==> config.mk <==
export PLATFORM = sky130hd
export DESIGN_NAME = pro_runctl
export DESIGN_NICKNAME = d
export VERILOG_FILES = /design/src/rtl/pro_runctl.sv
export SDC_FILE = /design/constraint.sdc
export NUM_CORES = 1
export LEC_CHECK = 0
export BUFFER_PORTS_ARGS = -buffer_cell sky130_fd_sc_hd__buf_2
export CAP_MARGIN = 20
export CORE_MARGIN = 5
export CORE_UTILIZATION = 54
export DETAILED_ROUTE_END_ITERATION = 7
export PLACE_DENSITY = 0.7
export SLEW_MARGIN = 20
export SYNTH_ARGS = -nofsm -noshare
export SYNTH_HDL_FRONTEND = slang
export SYNTH_SLANG_ARGS = --single-unit
==> constraint.sdc <==
create_clock -name clock -period 3.1 [get_ports clock]
set_input_delay 0.155 -clock clock [delete_from_list [all_inputs] [get_ports clock]]
set_output_delay 0.155 -clock clock [all_outputs]
set_load 0.05 [all_outputs]
==> src/rtl/pro_runctl.sv <==
// pro_runctl: program-load and run controller for the Processor-Z core.
// Holds instruction memory loaded by the host while idle, issues one fetch per
// cycle under back-pressure until a halt opcode or the watchdog ends the run,
// drains the pipeline, then sequences a register-dump ID for the host.
//
// Ports:
//   clock, resetn          clock and asynchronous active-low reset
//   addr, wr, wdata        host write port (accepted in IDLE/DONE only)
//   working                level request to start/hold a run
//   stall                  core back-pressure
//   instr, instr_valid     registered instruction to the core
//   pc                     address of the next fetch
//   running                high in RUN and DRAIN
//   done, timeout          run completion and watchdog flag
//   rID, dump_valid        register-dump index to the core's debug port
//   cycles                 RUN cycle count of the current/last run
//   load_err               one-cycle pulse when a host write is rejected
module pro_runctl #(
  parameter int unsigned DATA_W     = 32,
  parameter int unsigned ADDR_W     = 5,
  parameter int unsigned NREG       = 8,
  parameter int unsigned ID_W       = 4,
  parameter logic [3:0]  HALT_ICODE = 4'h0,
  parameter int unsigned DRAIN_CYC  = 4,
  parameter int unsigned MAX_CYCLES = 1024
) (
  input  logic              clock,
  input  logic              resetn,
  input  logic [ADDR_W-1:0] addr,
  input  logic              wr,
  input  logic [DATA_W-1:0] wdata,
  input  logic              working,
  input  logic              stall,
  output logic [DATA_W-1:0] instr,
  output logic              instr_valid,
  output logic [ADDR_W-1:0] pc,
  output logic              running,
  output logic              done,
  output logic              timeout,
  output logic [ID_W-1:0]   rID,
  output logic              dump_valid,
  output logic [15:0]       cycles,
  output logic              load_err
);

  localparam int unsigned DEPTH   = 2 ** ADDR_W;
  localparam int unsigned DCNT_W  = $clog2(DRAIN_CYC + 1);
  localparam logic [15:0] WDOG_LAST = 16'(MAX_CYCLES - 1);
  localparam logic [ID_W-1:0]   RID_LAST  = ID_W'(NREG - 1);
  localparam logic [DCNT_W-1:0] DRAIN_LAST = DCNT_W'(DRAIN_CYC);

  typedef enum logic [2:0] {S_IDLE, S_RUN, S_DRAIN, S_DUMP, S_DONE} state_e;

  state_e              state_q, state_d;
  logic [DATA_W-1:0]   instr_q, instr_d;
  logic                instr_valid_q, instr_valid_d;
  logic [ADDR_W-1:0]   pc_q, pc_d;
  logic                running_q, running_d;
  logic                done_q, done_d;
  logic                timeout_q, timeout_d;
  logic [ID_W-1:0]     rid_q, rid_d;
  logic                dump_valid_q, dump_valid_d;
  logic [15:0]         cycles_q, cycles_d;
  logic                load_err_q, load_err_d;
  logic [DCNT_W-1:0]   drain_q, drain_d;

  logic [DATA_W-1:0]   mem [DEPTH];
  logic [DATA_W-1:0]   fetch_word;
  logic                is_halt;
  logic                mem_we;
  logic [15:0]         cyc_inc;

  assign fetch_word = mem[pc_q];
  assign is_halt    = (fetch_word[DATA_W-1 -: 4] == HALT_ICODE);
  assign mem_we     = wr && ((state_q == S_IDLE) || (state_q == S_DONE));
  assign cyc_inc    = cycles_q + 16'd1;

  // Instruction memory: no reset, contents survive a controller reset.
  always_ff @(posedge clock) begin
    if (mem_we) mem[addr] <= wdata;
  end

  // State and output registers.
  always_ff @(posedge clock or negedge resetn) begin
    if (!resetn) begin
      state_q       <= S_IDLE;
      instr_q       <= '0;
      instr_valid_q <= 1'b0;
      pc_q          <= '0;
      running_q     <= 1'b0;
      done_q        <= 1'b0;
      timeout_q     <= 1'b0;
      rid_q         <= '1;
      dump_valid_q  <= 1'b0;
      cycles_q      <= '0;
      load_err_q    <= 1'b0;
      drain_q       <= '0;
    end else begin
      state_q       <= state_d;
      instr_q       <= instr_d;
      instr_valid_q <= instr_valid_d;
      pc_q          <= pc_d;
      running_q     <= running_d;
      done_q        <= done_d;
      timeout_q     <= timeout_d;
      rid_q         <= rid_d;
      dump_valid_q  <= dump_valid_d;
      cycles_q      <= cycles_d;
      load_err_q    <= load_err_d;
      drain_q       <= drain_d;
    end
  end

  // Next-state and next-output logic.
  always_comb begin
    state_d       = state_q;
    instr_d       = instr_q;
    instr_valid_d = 1'b0;
    pc_d          = pc_q;
    done_d        = done_q;
    timeout_d     = timeout_q;
    rid_d         = rid_q;
    dump_valid_d  = 1'b0;
    cycles_d      = cycles_q;
    drain_d       = drain_q;
    load_err_d    = wr && !mem_we;

    case (state_q)
      S_IDLE: begin
        if (working && !wr) begin
          state_d   = S_RUN;
          pc_d      = '0;
          cycles_d  = '0;
          done_d    = 1'b0;
          timeout_d = 1'b0;
        end
      end
      S_RUN: begin
        if (!working) begin
          state_d = S_IDLE;
        end else begin
          cycles_d = cyc_inc;
          if (!stall) begin
            instr_d       = fetch_word;
            instr_valid_d = 1'b1;
            pc_d          = pc_q + ADDR_W'(1);
          end
          // A halt fetched on the watchdog edge wins, leaving timeout clear.
          if (!stall && is_halt) begin
            state_d = S_DRAIN;
            drain_d = '0;
          end else if (cyc_inc == WDOG_LAST) begin
            state_d   = S_DRAIN;
            drain_d   = '0;
            timeout_d = 1'b1;
          end
        end
      end
      S_DRAIN: begin
        if (!working) begin
          state_d = S_IDLE;
        end else if (drain_q == DRAIN_LAST) begin
          state_d      = S_DUMP;
          rid_d        = '0;
          dump_valid_d = 1'b1;
        end else begin
          drain_d = drain_q + DCNT_W'(1);
        end
      end
      S_DUMP: begin
        if (rid_q == RID_LAST) begin
          state_d = S_DONE;
          done_d  = 1'b1;
          rid_d   = '1;
        end else begin
          rid_d        = rid_q + ID_W'(1);
          dump_valid_d = 1'b1;
        end
      end
      S_DONE: begin
        done_d = 1'b1;
        if (!working) state_d = S_IDLE;
      end
      default: state_d = S_IDLE;
    endcase

    running_d = (state_d == S_RUN) || (state_d == S_DRAIN);
  end

  assign instr       = instr_q;
  assign instr_valid = instr_valid_q;
  assign pc          = pc_q;
  assign running     = running_q;
  assign done        = done_q;
  assign timeout     = timeout_q;
  assign rID         = rid_q;
  assign dump_valid  = dump_valid_q;
  assign cycles      = cycles_q;
  assign load_err    = load_err_q;

endmodule

==> impl_results.md <==
- Peak clock frequency supported by timing: 333 MHz
- Cell with the largest stage delay on the worst path: sky130_fd_sc_hd__or4b_4
- Clock sink count: 1093
- First-pass DRT Iterations: 5
- Data required time at the worst endpoint: 3.66 ns
- Count of flip-flops with a built-in enable after synthesis: about 1000
- P_leak: 15.5 nW
- Max-cap violations: 0
- Core Region: slightly below 0.08 mm²
- GRT Resource Usage Total: 0.245
- Number of stages on the worst hold path: 3
- Max FO, Critical Path: 8
- Total number of placement rows: 102
- Via count normalized by instance count: roughly 6.4
- Io pins: 105
- Smallest setup slack after layout: 0.0980 ns
- Most frequent cells in the layout: sky130_fd_sc_hd__edfxtp_1 (1024), sky130_fd_sc_hd__mux4_2 (311), sky130_fd_sc_hd__clkbuf_16 (112), sky130_fd_sc_hd__buf_2 (103), sky130_fd_sc_hd__buf_4 (96)
- Clock tree from TritonCTS: done
- Number of buffers inserted during clock tree synthesis: 106
- Crit path buf inv count: 1
- Total wirelength of the detailed-routed design: 101 mm
- Via Count: 20900
- DRC violation total after the first TritonRoute iteration: 2576
- Maximum number of pins on one net before global-route repair: around 100
- Cell Area, Placed: 0.0448 mm²
- Critical path's top delay family: multiplexers
- Maximum clock insertion buffer count: 3
- Slew at the pin closest to its max-slew limit: about 0.8 ns
- Count of input and output buffers: roughly 100
- Placed instance count: around 3000
- Count of synthesis-stage warnings from yosys: 0
- Sequential cell area: 0.0325 mm²
- Result of the run: finished clean
- Async set or reset register ratio after synthesis: 0.0631
- Number of distinct library cell variants in the gate-level netlist after synthesis: 54
- Pins over their slew limit: 0
- Clock transition at path regs: ~0.060 ns
- Via count of the first global-routing pass: 21100
- Most used cell, CP: sky130_fd_sc_hd__mux4_2
- Die ar.: 0.0836 mm²
- Number of synthesized register bits: 1093
- Largest voltage drop on the vdd net: roughly 520 µV
- Horizontal extent of the die: 289 µm
- Worst Reg2Reg Path Length in Cells: 8
- Vertical extent of the die: between 200 and 300 µm
- Rel. slew slack: 0.456
- Post-synth top flop: sky130_fd_sc_hd__edfxtp_1
- Cell chain of the critical path: buf_12 > mux4_2 > mux2i_2 > nand2_1 > mux4_2 > or4b_4 > a21o_1 > a31o_1
- Post-placement setup slack: about 0.06 ns
- Startpoint class of the critical path: register
- CTS Root Cell: sky130_fd_sc_hd__clkbuf_16
- Fraction of the cycle the final worst path needs: 0.968
- Number of instances in the synthesized netlist: 1866
- TNS Setup: 0 ns
- Netlist Area Pre-Place: 0.0421 mm²
- Final global-route overflow total: 0
- Worst path max stage delay: ~0.53 ns
- Fraction of final layout cells with drive strength greater than 1: 0.336
- Routability cong.: roughly 0.8
- Post-route non-filler standard cell count: 3263
- Number of nets with antenna violations after detailed routing: 0
- Setup Viol. Count Final: 0
- Area of the multi-input gates: 0.00940 mm²
- Hold path start: addr[1]
- Skew final: between 0.02 and 0.025 ns
- Total count of hold-check failures in the final report: 0
- Net count after synthesis: 1914
- Power, Total: 34.8 mW
- Final Net Count: 2184
- Starting utilization of the core area: 0.544
- Synth Area per Inst: 22.5 µm²
- Critical Path End Type: register
- Post-layout min period: 3.00 ns
- Setup Crit Path Kind: reg -> reg
- Initial antenna violation count: 3
- P&R area growth vs syn: 15.9%
- Classification of the worst-slack hold path: in -> reg
- Fill cell instance count of the final layout: between 5000 and 6000
- Hold endpoint: mem[27][31]$_DFFE_PP_
- Power density over cell area: between 700 and 800 mW/mm²
- Drc violations: 0
- Clock Latency Late Sink: between 0.6 and 0.7 ns
- Sequential-to-total area share from yosys stat: 0.772
- Startpoint of the worst register-to-register path: pc[0]$_DFFE_PN0P_
- Summed area of non-filler cells in the final layout: approximately 0.05 mm²
- Endpoint of the lowest-slack register-to-register path: drain_q[2]$_DFFE_PN0P_
- H-Tree Level Count: 3
- Post-detail-place hpwl: 55.1 mm
- FF-to-FF setup slack: a little under 0.1 ns
- Data arrival time of the critical path: 3.56 ns
- Most common cell after layout, fill and taps aside: sky130_fd_sc_hd__edfxtp_1
- Average wire per cell in the routed design: 31.0 µm
- Global-route wire length before repair: 147 mm
- Unrepaired setup endpoints after global routing: yes
## cells in the mapped netlist, drive strengths merged (3+ instances only)
cell type / n / area [µm²]
nand3: 17 / 85.1
o21ai: 65 / 325
a31oi: 6 / 37.5
ha: 6 / 75.1
a31o: 3 / 26.3
nor3b: 3 / 22.5
dfstp: 4 / 105
clkbuf: 54 / 203
mux4: 313 / 7060
edfxtp: 1024 / 30700
buf: 42 / 220
nor2b: 8 / 50.1
nand3b: 5 / 37.5
inv: 9 / 33.8
nand4: 12 / 75.1
nand2: 67 / 251
o211ai: 3 / 22.5
dfrtp: 65 / 1630
xor2: 3 / 26.3
a21oi: 17 / 85.1
or3: 3 / 18.8
nor3: 3 / 15.0
nor2: 56 / 210
nor4: 4 / 25.0
and3: 4 / 25.0
mux2i: 44 / 440
## worst min-delay path, delay by kind of cell
kind                   cells  cell delay (ns)
and+or+nand+nor            2             0.43
buffers and inverters      1             0.12
## what timing repair did
item,in CTS,in global routing
hold buffers,38,0
setup endpoints to repair,0,3
setup buffers,0,3
endpoints found under the hold margin,995,0
resized for setup,0,6
## power by group
part | leakage [nW] | internal (mW) | switching, mW
Clock | 1.69 | 7.37 | 5.30
Combinational | 3.69 | 2.39 | 2.92
Sequential | 10.1 | 16.5 | 0.314
## area by class of cell
cell class                 count  area share
antenna                        1   0.0000513
clock inverter                48     0.00898
clock buffer                 146      0.0619
sequential                  1093       0.667
multi-input combinational    668       0.193
inverter                       9    0.000693
tap                         1040      0.0267
timing repair buffer         258      0.0421
## cell families after synthesis
kind of cell	count (synthesis)	share of synthesized area
compound gates	109	0.0147
xor+xnor	5	0.00104
fa+ha+maj	6	0.00178
buf+inv	105	0.0109
flops	1093	0.772
mux	359	0.179
simple gates	189	0.0208
## metrics by stage
step,util,hold WS [ns]
2_1_floorplan,-,-0.141
3_3_place_gp,0.580,0.149
3_5_place_dp,0.580,0.153
4_1_cts,0.629,0.204
5_1_grt,0.630,0.280
6_report,0.630,0.272
## per-layer routing
metal  wire length (µm)  vias up  track usage
met5                 11        -            0
met4               1880        2       0.0590
met3              10500      130       0.0530
met2              49100     1142        0.386
met1              39800    11200        0.359
li1                   -     8411            -
## worst max path at each step
stage,cells after the start,from,to
3_5_place_dp,10,pc[0]$_DFFE_PN0P_,drain_q[2]$_DFFE_PN0P_
6_report,8,pc[0]$_DFFE_PN0P_,drain_q[2]$_DFFE_PN0P_
4_1_cts,10,pc[0]$_DFFE_PN0P_,drain_q[2]$_DFFE_PN0P_
5_1_grt,8,pc[0]$_DFFE_PN0P_,drain_q[2]$_DFFE_PN0P_
3_3_place_gp,10,pc[0]$_DFFE_PN0P_,drain_q[2]$_DFFE_PN0P_
2_1_floorplan,6,state_q[0]$_DFF_PN0_,mem[12][0]$_DFFE_PP_
## flip-flops by register name (all words and copies together) (netlist names), 3 cells and up
signal and count:
cycles 16, drain_q 3, instr 32, mem 1024, pc 5, rID 4, state_q 3
No activity file was read; power rests on OpenSTA's default activity.
